--- src/rtl/am_modulator.sv ---
`timescale 1ns/1ps
// am_modulator: amplitude-modulates the NCO carrier with a held, depth-scaled audio
// sample, then applies a click-free mute/unmute gain ramp to produce the DAC word.
module am_modulator #(
  parameter int AUD_W     = 16,
  parameter int RAMP_LOG2 = 8
) (
  input  logic                    clk,
  input  logic                    rst,
  input  logic signed [13:0]      carrier,
  input  logic signed [AUD_W-1:0] audio_data,
  input  logic                    audio_valid,
  output logic                    audio_ready,
  input  logic [7:0]              mod_depth,
  input  logic                    enable,
  output logic signed [13:0]      dac_out,
  output logic                    out_valid,
  output logic                    muted
);
  localparam int            PW        = (RAMP_LOG2 > 0) ? RAMP_LOG2 : 1;
  localparam logic [PW-1:0] PMAX      = PW'((1 << RAMP_LOG2) - 1);
  localparam logic [8:0]    GAIN_FULL = 9'd256;

  typedef enum logic [1:0] {S_MUTE, S_UP, S_ON, S_DOWN} state_t;

  function automatic logic signed [13:0] sat_s14(input logic signed [29:0] x);
    if (x > 30'sd8191)       return {1'b0, {13{1'b1}}};
    else if (x < -30'sd8192) return {1'b1, 13'd0};
    else                     return x[13:0];
  endfunction

  // Envelope 2^23 + d*a never goes negative, so its top 15 bits are an unsigned scale.
  function automatic logic [14:0] envelope(input logic signed [AUD_W-1:0] a,
                                           input logic [7:0] d);
    logic signed [23:0] p;
    p = 24'(a) * $signed({16'd0, d});
    return 15'((24'h800000 + p) >> 9);
  endfunction

  function automatic logic signed [13:0] mix(input logic signed [13:0] c,
                                             input logic [14:0] e);
    logic signed [29:0] prod;
    prod = 30'(c) * $signed({15'd0, e});
    return sat_s14(prod >>> 15);
  endfunction

  function automatic logic signed [13:0] apply_gain(input logic signed [13:0] s,
                                                    input logic [8:0] g);
    logic signed [29:0] prod;
    prod = 30'(s) * $signed({21'd0, g});
    return sat_s14(prod >>> 8);
  endfunction

  state_t                  r_state, w_state_nxt;
  logic [8:0]              r_gain, w_gain_nxt;
  logic [PW-1:0]           r_presc, w_presc_nxt;
  logic                    w_step, w_muted_nxt, r_muted;
  logic                    r_ready, w_xfer;
  logic signed [AUD_W-1:0] r_aud;
  logic [7:0]              r_depth;
  logic signed [13:0]      r_car_p1, r_s_p2, r_dac_p3;
  logic [14:0]             r_e_p1;
  logic                    r_vld_p1, r_vld_p2, r_vld_p3;

  assign w_xfer = audio_valid && r_ready;

  always_ff @(posedge clk) begin
    if (rst) begin
      r_ready  <= 1'b0;
      r_aud    <= '0;
      r_depth  <= '0;
      r_car_p1 <= '0;
      r_e_p1   <= '0;
      r_vld_p1 <= 1'b0;
      r_s_p2   <= '0;
      r_vld_p2 <= 1'b0;
      r_dac_p3 <= '0;
      r_vld_p3 <= 1'b0;
    end else begin
      r_ready <= 1'b1;
      if (w_xfer) begin
        r_aud   <= audio_data;
        r_depth <= mod_depth;
      end
      // Stage 1: carrier and envelope scale
      r_car_p1 <= carrier;
      r_e_p1   <= envelope(r_aud, r_depth);
      r_vld_p1 <= 1'b1;
      // Stage 2: modulated carrier
      r_s_p2   <= mix(r_car_p1, r_e_p1);
      r_vld_p2 <= r_vld_p1;
      // Stage 3: gain ramp applied with the gain current at this stage
      r_dac_p3 <= apply_gain(r_s_p2, r_gain);
      r_vld_p3 <= r_vld_p2;
    end
  end

  assign w_step = (r_presc == PMAX);

  always_ff @(posedge clk) begin
    if (rst) begin
      r_state <= S_MUTE;
      r_gain  <= '0;
      r_presc <= '0;
      r_muted <= 1'b1;
    end else begin
      r_state <= w_state_nxt;
      r_gain  <= w_gain_nxt;
      r_presc <= w_presc_nxt;
      r_muted <= w_muted_nxt;
    end
  end

  // A step always follows the current direction; enable only redirects the next one.
  always_comb begin
    w_state_nxt = r_state;
    w_gain_nxt  = r_gain;
    w_presc_nxt = w_step ? '0 : r_presc + PW'(1);
    case (r_state)
      S_MUTE: begin
        w_gain_nxt  = '0;
        w_presc_nxt = '0;
        if (enable) w_state_nxt = S_UP;
      end
      S_UP: begin
        if (w_step) begin
          if (r_gain >= GAIN_FULL - 9'd1) begin
            w_gain_nxt  = GAIN_FULL;
            w_state_nxt = S_ON;
          end else begin
            w_gain_nxt = r_gain + 9'd1;
          end
        end
        if (!enable) w_state_nxt = S_DOWN;
      end
      S_ON: begin
        w_gain_nxt  = GAIN_FULL;
        w_presc_nxt = '0;
        if (!enable) w_state_nxt = S_DOWN;
      end
      S_DOWN: begin
        if (w_step) begin
          if (r_gain <= 9'd1) begin
            w_gain_nxt  = '0;
            w_state_nxt = S_MUTE;
          end else begin
            w_gain_nxt = r_gain - 9'd1;
          end
        end
        if (enable) w_state_nxt = S_UP;
      end
      default: w_state_nxt = S_MUTE;
    endcase
  end

  always_comb begin
    w_muted_nxt = (w_state_nxt == S_MUTE);
  end

  assign audio_ready = r_ready;
  assign dac_out     = r_dac_p3;
  assign out_valid   = r_vld_p3;
  assign muted       = r_muted;

endmodule

--- config.mk ---
export PLATFORM = sky130hd
export DESIGN_NAME = am_modulator
export DESIGN_NICKNAME = d
export VERILOG_FILES = /design/src/rtl/am_modulator.sv
export SDC_FILE = /design/constraint.sdc
export NUM_CORES = 1
export LEC_CHECK = 0
export ABC_AREA = 1
export CAP_MARGIN = 10
export CORE_MARGIN = 5
export CORE_UTILIZATION = 56
export CTS_BUF_LIST = sky130_fd_sc_hd__clkbuf_4
export CTS_CLUSTER_SIZE = 20
export DETAILED_ROUTE_END_ITERATION = 12
export PLACE_DENSITY = 0.73
export SLEW_MARGIN = 10
export SYNTH_ARGS = -nofsm -noshare
export SYNTH_HDL_FRONTEND = slang
export SYNTH_SLANG_ARGS = --single-unit
--- constraint.sdc ---
create_clock -name clk -period 14.3 [get_ports clk]
set_input_delay 2.86 -clock clk [delete_from_list [all_inputs] [get_ports clk]]
set_output_delay 2.86 -clock clk [all_outputs]
set_load 0.1 [all_outputs]
# --- Yosys cells after proc, flatten, opt, wreduce, memory -nomap -nowiden ---
# Index checks and enable logic that the tools add are counted.
totals:
  output_inout_bits: 17
  elab_cells: 60
  input_bits: 42
  register_bits: 104
classes:
  n_eq_ne: 6
  add_sub_neg: 4
  n_reduce_logical: 7
  n_mul: 3
  magnitude_cmp: 6
  mux: 19
ops:
  columns: ["operator", "n"]
  rows:
  - ["9-bit 2-to-1 mux", 4]
  - ["9-bit case mux with 4 select lines", 1]
  - ["14-bit by 16-bit multiplier with 30-bit output", 1]
  - ["14-bit 2-to-1 mux", 2]
  - ["13-bit 2-to-1 mux", 2]
  - ["24-bit adder (first input constant)", 1]
  - ["14-bit by 10-bit multiplier with 24-bit output", 1]
  - ["16-bit by 9-bit multiplier with 24-bit output", 1]
  - ["16-bit by 14-bit > comparator with 1-bit output (second input constant)", 1]
  - ["16-bit by 14-bit less-than comparator with 1-bit output (second input constant)", 1]
  - ["2-bit 2-to-1 mux", 8]
  - ["15-bit by 14-bit > comparator with 1-bit output (second input constant)", 1]
  - ["15-bit by 14-bit less-than comparator with 1-bit output (second input constant)", 1]
  - ["9-bit by 1-bit adder with 9-bit output (second input constant)", 1]
  - ["9-bit by 8-bit >= comparator with 1-bit output (second input constant)", 1]
  - ["9-bit by 1-bit less-or-equal comparator with 1-bit output (second input constant)", 1]
  - ["9-bit by 1-bit subtractor with 9-bit output (second input constant)", 1]
  - ["8-bit by 1-bit adder with 8-bit output (second input constant)", 1]
  - ["8-bit == test (second input constant)", 1]
  - ["2-bit case mux with 4 select lines", 1]
  - ["2-bit == test (second input constant)", 2]
  - ["2-bit logical NOT", 2]
  - ["2-bit inequality test (second input constant)", 2]
  - ["2-bit OR reduction", 2]
  - ["5 further kinds", 5]

# --- Longest topological paths before layout ---
depth:
  depth_word: 6
  depth_mapped: 30
  mapped_depth_nobuf: 28

# --- Worst setup path before layout ---
# Ideal clock, no wire load.
synth_path:
  kind: "flip-flop to flip-flop"
  startpoint: "register r_gain[3]"
  endpoint: "register r_dac_p3[10], in the netlist dac_out[10]"
  synth_period_minus_slack_ns: 5.345
  t_required_ns: 14.157
  t_arrival_ns: 5.201
  setup_slack_ns: 8.955
  setup_time_ns: 0.143
  path_stages_with_launch: 24
  cell_sequence: "dfxtp_1 > buf_2 > buf_1 > nand2_1 > fa_1 > inv_1 > fa_1 > fa_1 > fa_1 > inv_1 > fa_1 > inv_1 > ha_1 > a21oi_2 > o21bai_1 > a21oi_1 > nand2_1 > nor2_1 > nand2_1 > nand2_2 > inv_2 > nand2_2 > buf_6 > a21oi_2"
synth_via:
  elab_chain_len: 4
  elab_cells_between_ends: 5
  classes_between: "mul (1); order compare (2); mux (2)"
synth_lines:
  columns: ["item", "line", "rtl"]
  rows:
  - ["from (decl)", "55", "logic [8:0] r_gain, w_gain_nxt;"]
  - ["from (signal assigned)", "108", "r_gain <= w_gain_nxt;"]
  - ["14-bit by 10-bit multiplier with 24-bit output (*)", "50", "prod = 30'(s) * $signed({21'd0, g});"]
  - ["16-bit by 14-bit less-than comparator with 1-bit output", "28", "else if (x < -30'sd8192) return {1'b1, 13'd0};"]
  - ["14-bit 2-to-1 mux", "28", null]
  - ["13-bit 2-to-1 mux (*)", "27", "if (x > 30'sd8191) return {1'b0, {13{1'b1}}};"]
  - ["to (signal assigned)", "93", "r_dac_p3 <= apply_gain(r_s_p2, r_gain);"]
  - ["to (decl)", "61", "logic signed [13:0] r_car_p1, r_s_p2, r_dac_p3;"]
# Every way passes the cells marked *; elsewhere a longest branch is shown, timed or not.
# A chain may end at the register's enable or synchronous reset.

# --- Worst setup path after layout ---
layout_path:
  startpoint: "register r_e_p1[7]"
  endpoint: "register r_s_p2[2]"
layout_via:
  elab_chain_len: 4
  elab_cells_between_ends: 5
  classes_between: "mul (1); order compare (2); mux (2)"
layout_lines:
  columns: ["item", "line", "rtl"]
  rows:
  - ["from (decl)", "62", "logic [14:0] r_e_p1;"]
  - ["from (signal assigned)", "87", "r_e_p1 <= envelope(r_aud, r_depth);"]
  - ["14-bit by 16-bit multiplier with 30-bit output (*)", "43", "prod = 30'(c) * $signed({15'd0, e});"]
  - ["15-bit by 14-bit less-than comparator with 1-bit output", "28", null]
  - ["14-bit 2-to-1 mux", "28", null]
  - ["13-bit 2-to-1 mux (*)", "27", null]
  - ["to (signal assigned)", "90", "r_s_p2 <= mix(r_car_p1, r_e_p1);"]
  - ["to (decl)", "61", null]
# Marks and branches as above.

==> metrics.log <==
[metrics] RD Place Congestion: just over 0.9
[metrics] share of the cycle needed by the critical path after routing: 0.411
[metrics] cell leakage power: between 10 and 15 nW
[metrics] number of flops mapped to enable cells by yosys: 0
[metrics] uppermost metal layer occupied by signal nets: met4
[metrics] synth top area cells: sky130_fd_sc_hd__fa_1 (33%), sky130_fd_sc_hd__inv_1 (15%), sky130_fd_sc_hd__nand2_1 (14%)
[metrics] effective utilization at floorplan: 0.565
[metrics] maximum number of pins on one net before global-route repair: 54
[metrics] hold violation total from the final report: 0
[metrics] Top Ports: a little under 60
[metrics] Reg2Reg Capture Point: r_s_p2[2]
[metrics] path depth of the worst reg2reg path: 22
[metrics] number of buffers inserted by post-CTS setup repair: 0
[metrics] Worst R2R Setup Slack: 8430 ps
[metrics] Die W: 207 um
[metrics] worst hold slack across all endpoints: 420 ps
[metrics] Worst-path clk slew: roughly 190 ps
[metrics] average cell area after synthesis: approximately 7.2 um^2
[metrics] WP data required: 14820 ps
[metrics] register area share after synthesis: 0.0956
[metrics] number of pins exceeding their max-slew limit in the final report: 0
[metrics] floorplan die height: approximately 210 um
[metrics] Resized cells post-CTS: 0
[metrics] Max FO, Critical Path: 14
[metrics] Max IR drop VDD: 72.8 uV
[metrics] crit path from: r_e_p1[7]
[metrics] H-tree depth reported by CTS: 3
[metrics] number of vias after detailed routing: 17.6k
[metrics] ys async rst share: 0
[metrics] worst-case clock skew: 39.5 ps
[metrics] Post-synth top flop: sky130_fd_sc_hd__dfxtp_1
[metrics] DRT Pass-1 Iters: 6
[metrics] Clock Tree Root: sky130_fd_sc_hd__clkbuf_4
[metrics] number of vias per cell: 5.03
[metrics] setup repair after global routing missed its margin: false
[metrics] aggregate routed wire length: 48900 um
[metrics] detailed-routing wirelength on met1: 21700 um
[metrics] clock tree from TritonCTS: done
[metrics] Core Box Area: just under 40000 um^2
[metrics] CTS Buf Count: 9
[metrics] number of max-cap violations: 0
[metrics] arrival time of the worst setup path: approximately 6400 ps
[metrics] type of origin of the critical path: register
[metrics] run status: finished clean
[metrics] via count of the first global-routing pass: 18.6k
[metrics] synthesis-to-layout area growth: 4.16%
[metrics] worst slew pin tran: 1180 ps
[metrics] Max Fclk: 0.170 GHz
[metrics] antenna-violating nets left: 0
[metrics] final critical-path required period: roughly 6000 ps
[metrics] maximum buffer depth of the clock tree: 2
[metrics] final core utilization: 0.588
[metrics] Yosys warning count: 0
[metrics] Worst Hold Depth: 2
[metrics] clock latency on the worst-skew pair: around 610 ps
[metrics] cell taking the most area after synthesis: sky130_fd_sc_hd__fa_1
[metrics] DPL Wire Length: about 41000 um
[metrics] met3 wire length: 2670 um
[metrics] Worst Slack Setup Final: 8430 ps
[metrics] Worst Setup Slack post-DPL: 8470 ps
[metrics] worst slew margin relative to its limit: 0.214
[metrics] detailed router's first-iteration violation count: 1045
[metrics] die area: 42900 um^2
[metrics] PortBufs: 58
[metrics] remaining routing DRC violations: 0
[metrics] Setup crit end: r_s_p2[2]
[metrics] worst setup path category: register to register
[metrics] Hold Crit Class: register to register
[metrics] met2 WL: 23600 um
[metrics] global-route usage over all layers: 0.240
[metrics] initial antenna violation count: 2
[metrics] worst reg2reg path startpoint: r_e_p1[7]
[metrics] Synth top area share: 0.330
[metrics] Congestion Overflow GR: 0
[metrics] count of final setup violators: 0
[metrics] flops & latches, synth: 104
[metrics] count of hold-fix buffers inserted at cts: 0
[metrics] endpoint type of the worst setup path: register
[metrics] fraction of final layout cells sized beyond drive strength 1: 0.0251
[metrics] Placement Rows: 72
[metrics] Setup Total Neg Slack: 0 ps
[metrics] average routed wire per standard cell: 13.9 um
[metrics] syn_nets: roughly 3.6k
[metrics] Sinks on Clock Net: 104
[metrics] number of different library cells in the post-synthesis netlist: 50
[metrics] synthesized instance count: 3020
[metrics] post-synth design cell area: roughly 22000 um^2
[metrics] first-pass GRT wire length: 87000 um
[metrics] Power Dens Cells: 57.8 nW/um^2
[metrics] final net count: between 3k and 4k
-- worst max-delay path: stages (launching register included) --
cell                      delay (ps)
sky130_fd_sc_hd__dfxtp_1         790
sky130_fd_sc_hd__nand2_1         170
sky130_fd_sc_hd__fa_1            610
sky130_fd_sc_hd__fa_1            460
sky130_fd_sc_hd__fa_1            560
sky130_fd_sc_hd__inv_1            50
sky130_fd_sc_hd__fa_1            450
sky130_fd_sc_hd__fa_1            500
sky130_fd_sc_hd__inv_1            50
sky130_fd_sc_hd__fa_1            480
sky130_fd_sc_hd__inv_1            40
sky130_fd_sc_hd__ha_1            330
sky130_fd_sc_hd__a21oi_1         240
sky130_fd_sc_hd__o21ai_0         160
sky130_fd_sc_hd__inv_1            70
sky130_fd_sc_hd__nand3_1         120
sky130_fd_sc_hd__nand2_1         120
sky130_fd_sc_hd__nand2_1          60
sky130_fd_sc_hd__nand2_1          70
sky130_fd_sc_hd__nand2_2          60
sky130_fd_sc_hd__inv_2            80
sky130_fd_sc_hd__nand2_4         140
sky130_fd_sc_hd__a21oi_1         180
-- layer usage --
layer,GRT usage,vias to the layer above
met5,0,-
met4,0.0707,0
met3,0.0296,74
met2,0.409,469
met1,0.324,8487
li1,-,8602
-- synthesized netlist by cell type (all sizes together), types with 4 or more instances --
library cell,count
dfxtp,104
o21bai,13
ha,223
a21oi,103
xor2,29
nor2,199
clkbuf,75
fa,359
xnor2,10
nand3,57
nand2,830
o21ai,57
nand4,19
buf,36
nor3,14
inv,850
or2,8
o21a,4
-- layout by cell type (no fill, tap or decap), types with 9 or more instances in the layout --
master                            synthesis  routed
sky130_fd_sc_hd__inv_1                  842     842
sky130_fd_sc_hd__nand2_1                820     820
sky130_fd_sc_hd__fa_1                   359     359
sky130_fd_sc_hd__ha_1                   223     223
sky130_fd_sc_hd__nor2_1                 195     195
sky130_fd_sc_hd__dfxtp_1                104     104
sky130_fd_sc_hd__a21oi_1                 80      80
sky130_fd_sc_hd__clkdlybuf4s50_1          0      57
sky130_fd_sc_hd__nand3_1                 55      55
sky130_fd_sc_hd__o21ai_0                 54      54
sky130_fd_sc_hd__xor2_1                  29      29
sky130_fd_sc_hd__a21oi_2                 23      23
sky130_fd_sc_hd__nand4_1                 19      19
sky130_fd_sc_hd__o21bai_1                13      13
sky130_fd_sc_hd__nor3_1                  12      12
sky130_fd_sc_hd__xnor2_1                 10      10
sky130_fd_sc_hd__clkbuf_4                 0       9
-- area by class of cell --
cell class,count,area [um^2]
clock inverter,7,83.8
multi-input combinational,1953,16000
antenna,2,5.00
fill,3638,15900
tap,518,648
timing repair buffer,60,591
clock buffer,9,67.6
sequential,104,2080
inverter,852,3200
-- sequential cells by signal (all words and copies together) (netlist names) --
name / count
r_e_p1: 15
r_state: 2
r_depth: 8
r_aud: 16
r_s_p2: 14
r_gain: 9
r_vld_p1: 1
r_vld_p2: 1
muted: 1
r_car_p1: 14
r_presc: 8
dac_out: 14
out_valid: 1
-- logic make-up after synthesis --
family | synth area share
multiplexers | 0.000460
AND/OR/NAND/NOR | 0.208
flip-flops | 0.0956
buffers and inverters | 0.169
adder cells (fa/ha/maj) | 0.458
XOR/XNOR | 0.0157
AO/OA/AOI/OAI | 0.0527
-- worst min path at each step --
stage | from | end
global route | r_vld_p2 | out_valid
floorplan | r_vld_p2 | out_valid
detailed placement | r_vld_p2 | out_valid
CTS | r_vld_p2 | out_valid
finish | r_vld_p2 | out_valid
global placement | r_vld_p2 | out_valid
-- per-stage QoR --
stage          power [mW]  instance area (um^2)  cells
3_3_place_gp         1.12                 22500   3487
3_5_place_dp         1.14                 22500   3487
2_1_floorplan       0.941                 21800   3020
4_1_cts              1.32                 22700   3503
6_report             1.31                 22700   3505
5_1_grt              1.44                 22700   3505
-- power by group --
part	leakage (nW)	total, mW	switching, mW	internal (mW)
sequential	0.857	0.422	0.100	0.322
clock	0.0805	0.179	0.110	0.0690
combinational	13.2	0.711	0.450	0.261
Power figures use the tool's default switching activity.
